--- config.mk ---
export PLATFORM = sky130hd
export DESIGN_NAME = alu_cmd_sequencer
export DESIGN_NICKNAME = d
export VERILOG_FILES = /design/src/rtl/alu_pkg.sv /design/src/rtl/alu_cmd_sequencer.sv
export SDC_FILE = /design/constraint.sdc
export NUM_CORES = 1
export LEC_CHECK = 0
export CAP_MARGIN = 5
export CORE_ASPECT_RATIO = 1.75
export CORE_MARGIN = 3
export CORE_UTILIZATION = 37
export CTS_CLUSTER_SIZE = 40
export DETAILED_ROUTE_END_ITERATION = 16
export PLACE_DENSITY = 0.85
export SYNTH_ARGS = -nofsm -noshare
export SYNTH_HDL_FRONTEND = slang
export SYNTH_SLANG_ARGS = --single-unit
--- constraint.sdc ---
create_clock -name clk -period 1.4 [get_ports clk]
set_clock_uncertainty 0.15 [all_clocks]
set_input_delay 0.28 -clock clk [delete_from_list [all_inputs] [get_ports clk]]
set_output_delay 0.28 -clock clk [all_outputs]
set_load 0.01 [all_outputs]
--- src/rtl/alu_pkg.sv ---
// rtl/alu_pkg.sv - shared ALU opcodes, datapath width and sequencer state encoding
package alu_pkg;

  localparam int ALU_W = 4;

  localparam logic [2:0] OP_ADD = 3'b000;
  localparam logic [2:0] OP_SUB = 3'b001;
  localparam logic [2:0] OP_AND = 3'b010;
  localparam logic [2:0] OP_OR  = 3'b011;
  localparam logic [2:0] OP_XOR = 3'b100;
  localparam logic [2:0] OP_SHL = 3'b101;
  localparam logic [2:0] OP_SHR = 3'b110;
  localparam logic [2:0] OP_EQ  = 3'b111;

  typedef enum logic [1:0] {
    IDLE  = 2'd0,
    ISSUE = 2'd1,
    RESP  = 2'd2
  } seq_state_e;

endpackage

--- src/rtl/alu_cmd_sequencer.sv ---
// rtl/alu_cmd_sequencer.sv - command/response sequencer driving a combinational ALU
module alu_cmd_sequencer
  import alu_pkg::*;
#(
  parameter int WIDTH = ALU_W,
  parameter int CNT_W = 8
) (
  input  logic             clk,
  input  logic             rst,
  input  logic             cmd_valid,
  output logic             cmd_ready,
  input  logic [WIDTH-1:0] cmd_a,
  input  logic [WIDTH-1:0] cmd_b,
  input  logic [2:0]       cmd_opcode,
  input  logic             cmd_use_acc,
  output logic [WIDTH-1:0] alu_a,
  output logic [WIDTH-1:0] alu_b,
  output logic [2:0]       alu_opcode,
  input  logic [WIDTH-1:0] alu_result,
  input  logic             alu_zero,
  output logic             rsp_valid,
  input  logic             rsp_ready,
  output logic [WIDTH-1:0] rsp_result,
  output logic             rsp_zero,
  output logic [WIDTH-1:0] acc_value,
  output logic [CNT_W-1:0] op_count
);

  seq_state_e       state_q;
  logic [WIDTH-1:0] alu_a_q;
  logic [WIDTH-1:0] alu_b_q;
  logic [2:0]       alu_opcode_q;
  logic             rsp_valid_q;
  logic [WIDTH-1:0] rsp_result_q;
  logic             rsp_zero_q;
  logic [WIDTH-1:0] acc_q;
  logic [CNT_W-1:0] op_count_q;

  always_ff @(posedge clk or posedge rst) begin
    if (rst) begin
      state_q      <= IDLE;
      alu_a_q      <= '0;
      alu_b_q      <= '0;
      alu_opcode_q <= '0;
      rsp_valid_q  <= 1'b0;
      rsp_result_q <= '0;
      rsp_zero_q   <= 1'b0;
      acc_q        <= '0;
      op_count_q   <= '0;
    end else begin
      case (state_q)
        IDLE: begin
          if (cmd_valid) begin
            alu_a_q      <= cmd_use_acc ? acc_q : cmd_a;
            alu_b_q      <= cmd_b;
            alu_opcode_q <= cmd_opcode;
            state_q      <= ISSUE;
          end
        end
        ISSUE: begin
          // ALU operands have been stable for a full cycle, so its result is settled here
          rsp_result_q <= alu_result;
          rsp_zero_q   <= alu_zero;
          acc_q        <= alu_result;
          rsp_valid_q  <= 1'b1;
          state_q      <= RESP;
        end
        RESP: begin
          if (rsp_ready) begin
            rsp_valid_q <= 1'b0;
            op_count_q  <= op_count_q + CNT_W'(1);
            state_q     <= IDLE;
          end
        end
        default: state_q <= IDLE;
      endcase
    end
  end

  assign cmd_ready  = (state_q == IDLE);
  assign alu_a      = alu_a_q;
  assign alu_b      = alu_b_q;
  assign alu_opcode = alu_opcode_q;
  assign rsp_valid  = rsp_valid_q;
  assign rsp_result = rsp_result_q;
  assign rsp_zero   = rsp_zero_q;
  assign acc_value  = acc_q;
  assign op_count   = op_count_q;

endmodule
==> results.md, run 1 <==
- The run finished, with violations left.
- The checks that failed: negative setup slack.
- At the pin with the least slew margin, the transition time is 279 ps.
- Sequential elements use approximately 59% of the synthesized area.
- The worst setup timing slack at the placement stage is -331 ps.
- The number of antenna cells inserted is 0.
- The mean cell area of the mapped netlist is 13.5 um^2.
- The y dimension of the die is 79.6 um.
- In the finished design, the share of the clock period the worst path needs comes to 107%.
- The first-pass GRT wire length is 4.59 mm.
- The worst setup path is launched from a flip-flop.
- The floorplan has 26 rows.
- The number of nets in the final layout is 183.
- At the worst endpoint, the arrival time is between 1500 and 2000 ps.
- The die area is about 3800 um^2.
- The count of cells in the finished layout, fillers not included, comes to about 190.
- After synthesis, the cell types taking the most area are dfrtp_1, mux2_2, mux2i_1, xor2_1, buf_4.
- The ratio of cells with drive above 1 in the final layout is between 30% and 40%.
- The largest fanout on the critical path is 9.
- The routed length on met3 is 114 um.
- The total of hold buffers inserted after clock tree synthesis is 0.
- The worst pin sits at a relative slew slack of a little over 80%.
- The worst setup path is of the reg -> reg kind.
- Setup repair after global routing could not meet its margin everywhere.
- The HPWL reported at the end of detailed placement is between 2 and 2.5 mm.
- The commonest cells after synthesis are dfrtp_1, mux2_2, nor2_1.
- In this run the cell area measured after placement is 1780 um^2.
- The signal on the critical path passes through buf_6, nor3b_4, buf_6, mux2_4.
- For the worst-skew pair, the clock arrives at the later sink with an insertion delay of between 200 and 300 ps.
- In the final routed layout, each cell accounts on average for 16.0 um.
- The combined global-route utilization of all metal layers is 16.8%.
- The biggest area contributor in the post-synthesis netlist is dfrtp_1.
- The max-slew violation total from the final report is 0.
- The count of antenna-violating nets left after detailed routing is 0.
- After detailed routing, the met2 layer carries 1.85 mm of wire.
- The core outline area is between 2000 and 3000 um^2.
- The clock drives 27 sinks.
- The time the worst path needs with I/O delays and setup is 1500 ps.
- Dividing total power by cell area gives a power density of ~1900 nW/um^2.
- The number of max-cap violations is 0.
- The number of hold violations in the final report is 0.
- The root buffer cell chosen for the clock tree is clkbuf_8.
- The distinct cell type count after synthesis is 26.
- In this design, the critical path's most frequently occurring cell is buf_6.
- The total congestion overflow is 0.
- The master of the slowest instance on the critical path is dfrtp_1.
- Entering global routing, the biggest net connects 28 pins.
- From left edge to right edge, the die measures 48.1 um.
- Across the VDD grid, the largest voltage drop is 0.00105 V.
- The H-tree depth is 1.
- After synthesis, the share of flip-flops with an asynchronous set or reset is 100%.
- The number of antenna violations at the first check in global routing is 0.
- The number of synthesized flops with an enable pin is 0.
- The dominant cell by count in the synthesized netlist is dfrtp_1.
- The highest signal layer in the routed design is met4.
- For this run, the top clock speed supported by timing is 666 MHz.
- For this configuration, the core starts out at a cell density of between 30 and 40%.
- The number of global-route vias before repair is 1026.
- The detailed router placed 903 vias in this run.
- The worst endpoint required time is 1400 ps.
- The finished cells cover 2010 um^2.
- For this run, design rule violations remaining after detail routing come to 0.
- In this run, the number of DRC markers left after iteration 0 of detailed routing was 11.
- The worst setup path is captured at a flip-flop.
- After clock tree synthesis, the clock-pin slew on the worst setup and hold paths is 80 ps.
- For this run, the slowest stage of the critical path takes 410 ps.
- Relative to the synthesized area, the layout overhead comes to 75.8%.
- In this run the critical register-to-register path is launched from state_q[1].
- The number of optimization iterations in the first detailed-route pass is 3.
- The Yosys step of the flow raised 0 warnings.
- The CTS tree is built.
- Adding up every negative setup slack in the final design gives -1170 ps.
- The total leakage power is 0.980 nW.
- The count of pins on the block boundary is 51.
- The ratio of routed vias to standard cells is 4.80.
- In this run the worst setup path begins at state_q[1].
- The placed cell count is 174.
- The post-route met1 wirelength is 1.04 mm.
- The area of the mapped netlist is 1150 um^2.
- Synthesis produced 85 cells.
- Setup slack on the critical path of the routed design comes to -102 ps.
- The total nets after synthesis is 107.
- The number of flip-flops and latches in the synthesized netlist is 27.
- The maximum count of clock buffers along a single path is 2.
- The share of synthesized area in the top cell type comes to about three fifths.
- For this block, the routed nets add up to 3.02 mm of wire.
- Setup violations remaining at the end of the flow were counted as 20.
- The number of buffers added on ports is 50.
- The weighted congestion reported at the end of routability-driven placement is 0.743.
- The worst min-delay path category is in -> async.
- The number of buffers added by the clock tree synthesis step is 3.
- In the synthesized netlist the dominant register cell turns out to be dfrtp_1.
==> worst max-delay path, delay by kind of cell, from the launching register on <==
family | cells | cell delay, ps
buf+inv | 2 | 320
mux | 1 | 310
simple gates | 1 | 200
flops | 1 | 410
==> flip-flops by register name, summed over array words and instances, names as in the netlist <==
signal      cells
op_count        8
acc_value       4
alu_a           4
alu_b           4
alu_opcode      3
state_q         2
rsp_valid       1
rsp_zero        1
==> stage by stage <==
stage          hold WS, ps  util (%)  total power [mW]
2_1_floorplan          183         -              2.15
3_3_place_gp           310      60.8              3.18
3_5_place_dp           306      60.8              3.24
4_1_cts                202      66.7              3.82
5_1_grt                203      68.8              4.11
6_report               197      68.8              3.87
==> repair_timing <==
item / 4_1_cts / 5_1_grt
gates cloned: 1 / 0
buffers inserted: 7 / 4
pin swaps: 4 / 5
endpoints found under the setup margin: 51 / 38
hold endpoints to repair: 0 / 0
gates resized for setup: 70 / 23
==> final cells by class <==
class | count | area [um^2]
multi-input combinational | 50 | 536
clock buffer | 4 | 45.0
inverter | 1 | 3.75
sequential | 27 | 677
timing repair buffer | 78 | 718
tap | 28 | 35.0
fill | 214 | 913
==> cell usage in the layout, fill, tap and decap left out, types with 2 or more instances in the layout <==
cell type / synthesis / routed
a21oi_1: 4 / 4
buf_2: 1 / 4
buf_4: 4 / 20
buf_6: 1 / 7
clkbuf_8: 0 / 3
clkdlybuf4s15_1: 0 / 17
clkdlybuf4s50_1: 0 / 20
dfrtp_1: 27 / 26
dlygate4sd2_1: 0 / 9
mux2_4: 1 / 12
mux2i_1: 4 / 4
nand3_2: 0 / 2
nor2_1: 6 / 6
xnor2_1: 3 / 2
xor2_1: 4 / 4
==> routing by layer <==
layer | GRT usage (%) | up-vias
met3 | 2.26 | 2
met5 | 0 | -
met1 | 17.4 | 435
met2 | 31.8 | 30
met4 | 4.85 | 0
li1 | - | 436
==> where the power goes <==
part | switching [mW] | total (mW) | internal [mW]
combinational | 0.847 | 2.11 | 1.26
clock | 0.227 | 0.430 | 0.203
sequential | 0.214 | 1.33 | 1.11
total | 1.29 | 3.87 | 2.58
==> cells by family (layout without fill, tap and decap cells) <==
logic type | Yosys count | count (layout) | synth area share, %
mux | 17 | 17 | 16.6
buf+inv | 8 | 83 | 4.69
xor+xnor | 7 | 7 | 5.35
compound gates | 5 | 5 | 2.40
simple gates | 20 | 20 | 10.9
flops | 27 | 27 | 59.0
fa+ha+maj | 1 | 1 | 1.09
==> worst paths after layout <==
| kind | end | depth (start not counted) | slack [ps] |
|---|---|---|---|
| worst max-delay path | alu_b[1] | 4 | -100 |
| worst max register to register | alu_b[1] | 4 | -100 |
| min in group clk | op_count[7] | 1 | 320 |
| worst min register to register | op_count[7] | 1 | 320 |
| max in group asynchronous | op_count[1] | 3 | 740 |
| worst min-delay path | alu_b[2] | 3 | 200 |
(Power assumes the default switching activity.)
==> run 2, diff against run 1 <==
- CORE_ASPECT_RATIO: 1.75 -> unset
==> run 2 against run 1 <==
  * The flow still finishes with violations (negative setup slack)
  * First-iteration DRC count rose to 3.4 times the previous value
  * Combinational power increased by 4%
  * Die area fell by 0.69%
  * Via count is 10% higher
  * Wire length is 9.8% higher
  * Critical path depth is 1 higher
  * Sequential cell count stayed put
  * Sequential power is essentially flat
  * Count of clock-buffer cells in the layout did not move
  * Fmax down 0.59%
==> results.md, run 2 (same netlist as run 1, synthesis figures left out) <==
- The site row count is 19.
- The master of the slowest instance on the critical path is dfrtp_1.
- The worst ir drop on vdd is 0.00100 V.
- The number of antenna violations at the first check in global routing is 0.
- The checks that failed: negative setup slack.
- The remaining design rule violation count is 0.
- By startpoint and endpoint, the worst setup path is classified as reg -> reg.
- The critical path runs through a total of 5 cells.
- The core outline area is 2850 um^2.
- The ratio of routed vias to standard cells is 5.00.
- The cell area reported after detailed placement is about 1800 um^2.
- The mean routed wirelength per cell is around 17 um.
- The fill cell total of the finished layout is 229.
- The total leakage power is between 0.9 and 1 nW.
- The worst endpoint required time is 1460 ps.
- The repair_antennas step left the layout with diodes totalling 0.
- The clock root buffer master is clkbuf_4.
- Dividing the final minimum period by the clock period gives 108%.
- Entering global routing, the biggest net connects 28 pins.
- The nature of the critical path endpoint is a flip-flop.
- Setup repair after global routing could not meet its margin everywhere.
- The most frequent standard cell in the layout excluding fill and tap cells is dfrtp_1.
- The number of buffers and inverters on the critical path is 3.
- Once detailed placement completed, the half-perimeter wirelength came to 2.18 mm.
- The register with the most flip-flops in the layout has 8 of them.
- The worst slew margin relative to its limit is 80.1%.
- The wire length reported by the detailed router is around 3.3 mm.
- The tree built by TritonCTS fans out to 27 sinks.
- The die covers 3800 um^2.
- The biggest cell delay along the critical path is 420 ps.
- The max-slew violation total from the final report is 0.
- The measured slew at the worst slew-check pin is 297 ps.
- The share of the core filled with cells in the final layout is 68.9%.
- The flow ran to the end, but the final reports show violations.
- The number of cells traversed by the worst register-to-register path is 5.
- The initial utilization of the core area, before any placement, comes to 40.2%.
- In this run, CTS created clock tree buffers numbering 3.
- Summed over all layers, the global routing overflow is 0.
- The count of antenna-violating nets left after detailed routing is 0.
- In this run the worst path has a maximum fanout of 4.
- Input and output buffers added on the ports amount to 50.
- The number of nets in the final layout is 191.
- The number of vias in the routed layout is between 900 and 1000.
- The cell with the most instances on the worst path is buf_6.
- Timing would allow up to roughly 660 MHz.
- For this run, the total global-route usage over all layers was measured as between 15 and 20%.
- The y dimension of the die is approximately 62 um.
- Counting along the longest clock path gives a buffer depth of 2.
- The placed cell count is 176.
- Setup slack on the critical path of the routed design comes to -111 ps.
- The data arrival time of the worst path is 1570 ps.
- Among cell families on the critical path, the largest total delay comes from flip-flops.
- The number of hold violations in the final report is 0.
- From synthesis to final layout, the design area changed by 71.5%.
- Walking the worst path, the cells encountered are buf_6, buf_6, nor2b_4, buf_6, mux2_4.
- The worst setup path is launched from a flip-flop.
- Leaving out fill and tap cells, the most frequent cells in the layout are dfrtp_1, buf_4, clkdlybuf4s50_1, buf_2.
- The count of pins on the block boundary is 51.
- CTS built an H-tree with a depth of 1.
- The number of optimization iterations in the first detailed-route pass is 4.
- The weighted congestion reported at the end of routability-driven placement is 0.892.
- TritonCTS built the clock tree.
- The accumulated negative setup slack is -1610 ps.
- The die is 61.7 um wide.
- The tightest min-delay check is of the in -> async type.
- Dividing total power by cell area gives a power density of about 2000 nW/um^2.
- Setup violations remaining at the end of the flow were counted as 25.
- The post-route cell area is just under 2000 um^2.
- The ratio of cells with drive above 1 in the final layout is 56.5%.
- The first global-routing pass estimated 4.80 mm of wire.
- The initial detailed-routing violation count is 37.
- Leaving out filler cells and counting taps, the final layout contains 199.
- The number of global-route vias before repair was 1027.
- Subtracting the final worst setup slack from the clock period gives 1510 ps.
- The number of max-cap violations is 0.
- Clock-pin slew was measured on the worst setup and hold paths at 140 ps.
- The later pin in the worst-skew pair is clocked with a latency of 310 ps.
-- run 2: cell count changes in the layout (fill, tap and decap cells not counted), moves of 4 or more --
cell / previous run / this run
clkdlybuf4s15_1: 17 / 0
buf_2: 4 / 14
buf_6: 7 / 13
buf_4: 20 / 24
dlygate4sd2_1: 9 / 0
clkbuf_2: 0 / 13
-- run 2: repair_timing --
action	4_1_cts	5_1_grt
cloned	0	0
setup buffers	18	4
endpoints found under the setup margin	50	50
hold buffers	0	0
gates resized for setup	119	29
pin swaps	8	3
-- run 2: metrics by stage --
stage                     hold WS, ps  power, mW  worst slack, ps
after floorplan                   183       2.15            -96.9
after global placement            308       3.16             -324
after detailed placement          334       3.24             -345
after CTS                         157       3.90             -109
after global routing              149       4.08             -150
final                             154       3.85             -111
-- run 2: layout make-up --
| type | count | area (um^2) | share of cell area [%] |
|---|---|---|---|
| tap | 31 | 38.8 | 1.97 |
| inverter | 1 | 3.75 | 0.191 |
| clock buffer | 4 | 26.3 | 1.34 |
| sequential | 27 | 677 | 34.4 |
| multi-input combinational | 50 | 518 | 26.4 |
| timing repair buffer | 86 | 702 | 35.7 |
-- run 2: layer usage --
layer,vias up,wire (um),track usage [%]
met5,-,0,0
met4,0,80,7.27
met3,8,156,2.94
met2,33,1850,32.4
met1,501,1220,19.6
li1,453,-,-
-- run 2: final timing paths --
kind,from,to,slack (ps)
max in group asynchronous,rst,op_count[1],780
min reg2reg,rsp_valid,rsp_valid,380
min in group clk,rsp_valid,rsp_valid,380
max reg2reg,state_q[1],acc_value[2],-110
min,rst,alu_b[2],150
max,state_q[1],acc_value[2],-110
-- run 2: where the power goes --
part           internal, mW  switching [mW]
sequential             1.11           0.217
clock                 0.111           0.213
combinational          1.30           0.907
total                  2.52            1.34
-- run 2: worst min-delay path: stages --
cell and delay [ps]:
clkdlybuf4s50_1 410, inv_1 100, buf_12 200
==> run 3, diff against run 2 <==
- CORE_MARGIN: 3 -> 10
==> run 3 against run 2 <==
  * The flow still finishes with violations (negative setup slack)
  * Power rose by 4.7%
  * Clock power is 2% higher
  * Final cell count shrank 0.50%
  * Highest routed layer unchanged
  * Final area rose by 2.0%
  * Global-route usage shrank 5.9 points
  * Die area is 51% higher
  * Via count shrank 4.6%
==> results.md, run 3 (same netlist as run 1, synthesis figures left out) <==
- The flow ran to the end, but the final reports show violations.
- The checks that failed: negative setup slack.
- The worst path uses 108% of the clock period.
- The y dimension of the die is 75.7 um.
- Setup repair after global routing could not meet its margin everywhere.
- In the final routed layout, each cell accounts on average for 18.0 um.
- The die covers 5720 um^2.
- In this run the deepest clock path goes through 2 buffers.
- The number of buffers added on ports is 50.
- Summing over every cut layer, the via total after detailed routing is 949.
- The H-tree depth is 1.
- The first-pass GRT wire length is 5.13 mm.
- The power density over the cells is between 2000 and 2500 nW/um^2.
- The nature of the critical path endpoint is a flip-flop.
- At the end of routability-driven placement, the weighted congestion stood at roughly 0.84.
- STA puts the critical path data required time at around 1500 ps.
- For this configuration, the core starts out at a cell density of 38.2%.
- Counting I/O delays and the setup requirement, the final critical path takes roughly 1500 ps.
- The x dimension of the die is 75.7 um.
- The worst-case IR drop observed on VDD is about 0.0008 V.
- The signal on the critical path passes through buf_6, buf_6, nor2b_4, buf_6, mux2_4.
- The CTS tree is built.
- The kind of cell with the highest combined delay along the critical path is flip-flops.
- The number of antenna violations at the first check in global routing is 0.
- The number of hold violations in the final report is 0.
- The most critical setup path has its startpoint at state_q[1].
- In this run the standard cell core region covers 3000 um^2.
- The initial detailed-routing violation count is 50.
- The setup path with the least slack is of type reg -> reg.
- At the pin with the least slew margin, the transition time is ~260 ps.
- After clock tree synthesis, the clock-pin slew on the worst setup and hold paths is around 150 ps.
- The number of global-route vias before repair is 1019.
- The number of buffers added by the clock tree synthesis step is 3.
- The largest fanout on the critical path is 4.
- The cell area reported after detailed placement is roughly 1800 um^2.
- The HPWL after detailed placement is 2.37 mm.
- The biggest cell delay along the critical path is 430 ps.
- The worst setup timing slack at the placement stage is -338 ps.
- The ratio of routed vias to standard cells is 4.79.
- The worst slew margin relative to its limit is slightly above 80%.
- For this run, the post-layout net count is roughly 190.
- For this block, the routed nets add up to 3.56 mm of wire.
- The pre-antenna-repair detailed-routing pass consisted of 4 iterations.
- The total of hold buffers inserted after clock tree synthesis is 0.
- In this run the register-to-register setup slack is -110 ps.
- In this run the critical register-to-register path is launched from state_q[1].
- The count of pins on the block boundary is 51.
- The flip-flop count of the largest register after layout is 8.
- The number of antenna cells inserted is 0.
- After global routing the overflow that remains totals 0.
- For the worst-skew pair, the clock arrives at the later sink with an insertion delay of 320 ps.
- The post-route cell area is 2000 um^2.
- The reg-to-reg critical path endpoint is acc_value[3].
- The combined global-route utilization of all metal layers is 11.7%.
- The total leakage power is 1.01 nW.
- The layout overhead on the synthesized area is 74.9%.
- STA classifies the critical path startpoint as a flip-flop.
- For the worst flop-to-flop path, the logic depth is 5.
- Summing internal, switching and leakage power gives 4.03 mW.
- The number of max-cap violations is 0.
- The max-slew violation total from the final report is 0.
- The number of sinks on the clock net is 27.
- The buffering stage count on the worst path with inverters included is 3.
- After detailed routing, the number of remaining DRC violations is 0.
- For this design, the slowest cell found on the critical path is dfrtp_1.
- The min-delay analysis places its worst path in the category in -> async.
- The root buffer cell chosen for the clock tree is clkbuf_4.
- By instance count, the cell type seen most on the critical path is buf_6.
- Data arrives at the worst endpoint at approximately 1600 ps.
- The most frequent standard cell in the layout excluding fill and tap cells is dfrtp_1.
- In this run the remaining antenna-violating nets after routing total 0.
- The tightest hold path in the finished design has a slack of 112 ps.
- The library cells used most frequently in the layout, excluding fill and tap cells, are dfrtp_1, clkdlybuf4s50_1, buf_6, buf_2, buf_4.
- Derived from the worst setup path, the maximum achievable clock frequency is 661 MHz.
- In the final layout, the share of cells above drive strength 1 is 57.6%.
- The pin count of the biggest net entering global routing is 28.
- After layout, the worst setup slack is -114 ps.
- The floorplan has 20 rows.
- Setup violations remaining at the end of the flow were counted as 26.
-- run 3: worst max path at each step --
| stage | endpoint | slack [ps] | depth (start not counted) |
|---|---|---|---|
| floorplan | alu_opcode[1] | -100 | 3 |
| global placement | alu_opcode[2] | -320 | 4 |
| detailed placement | alu_b[2] | -340 | 4 |
| CTS | alu_b[2] | -100 | 4 |
| global route | acc_value[3] | -150 | 5 |
| finish | acc_value[3] | -110 | 5 |
-- run 3: metrics by stage --
step	instances	utilization (%)	setup TNS, ps
6_report	198	66.8	-1610
5_1_grt	198	66.8	-2870
4_1_cts	197	65.5	-1280
3_5_place_dp	175	58.9	-4570
3_3_place_gp	175	58.9	-4250
2_1_floorplan	85	-	-96.9
-- run 3: what timing repair did --
| item | 4_1_cts | 5_1_grt |
|---|---|---|
| resized for setup | 122 | 43 |
| buffers inserted | 18 | 2 |
| pin swaps | 4 | 8 |
| endpoints found under the setup margin | 47 | 46 |
-- run 3: final cells by class --
class / instances / area, um^2
multi-input cells: 50 / 542
well taps: 33 / 41.3
clock buffers: 3 / 22.5
inverters: 1 / 3.75
repair buffers: 83 / 714
flip-flops and latches: 27 / 676
fillers: 211 / 998
clock inverters: 1 / 5.00
-- run 3: power by group --
group | switching, mW | leakage [nW] | internal [mW] | total (mW)
combinational | 0.991 | 0.663 | 1.40 | 2.39
clock | 0.225 | 0.0177 | 0.107 | 0.332
sequential | 0.210 | 0.325 | 1.11 | 1.32
total | 1.43 | 1.01 | 2.61 | 4.03
-- run 3: tightest hold or removal path: stages --
cell and delay (ps):
clkdlybuf4s50_1 390, inv_1 90, buf_12 190
-- run 3: metal layers --
layer  wire (um)  up-vias  track usage, %
li1            -      452               -
met1        1400      477            12.7
met2        2010       18            21.9
met3         117        2            2.47
met4          34        0            3.51
met5           0        -               0
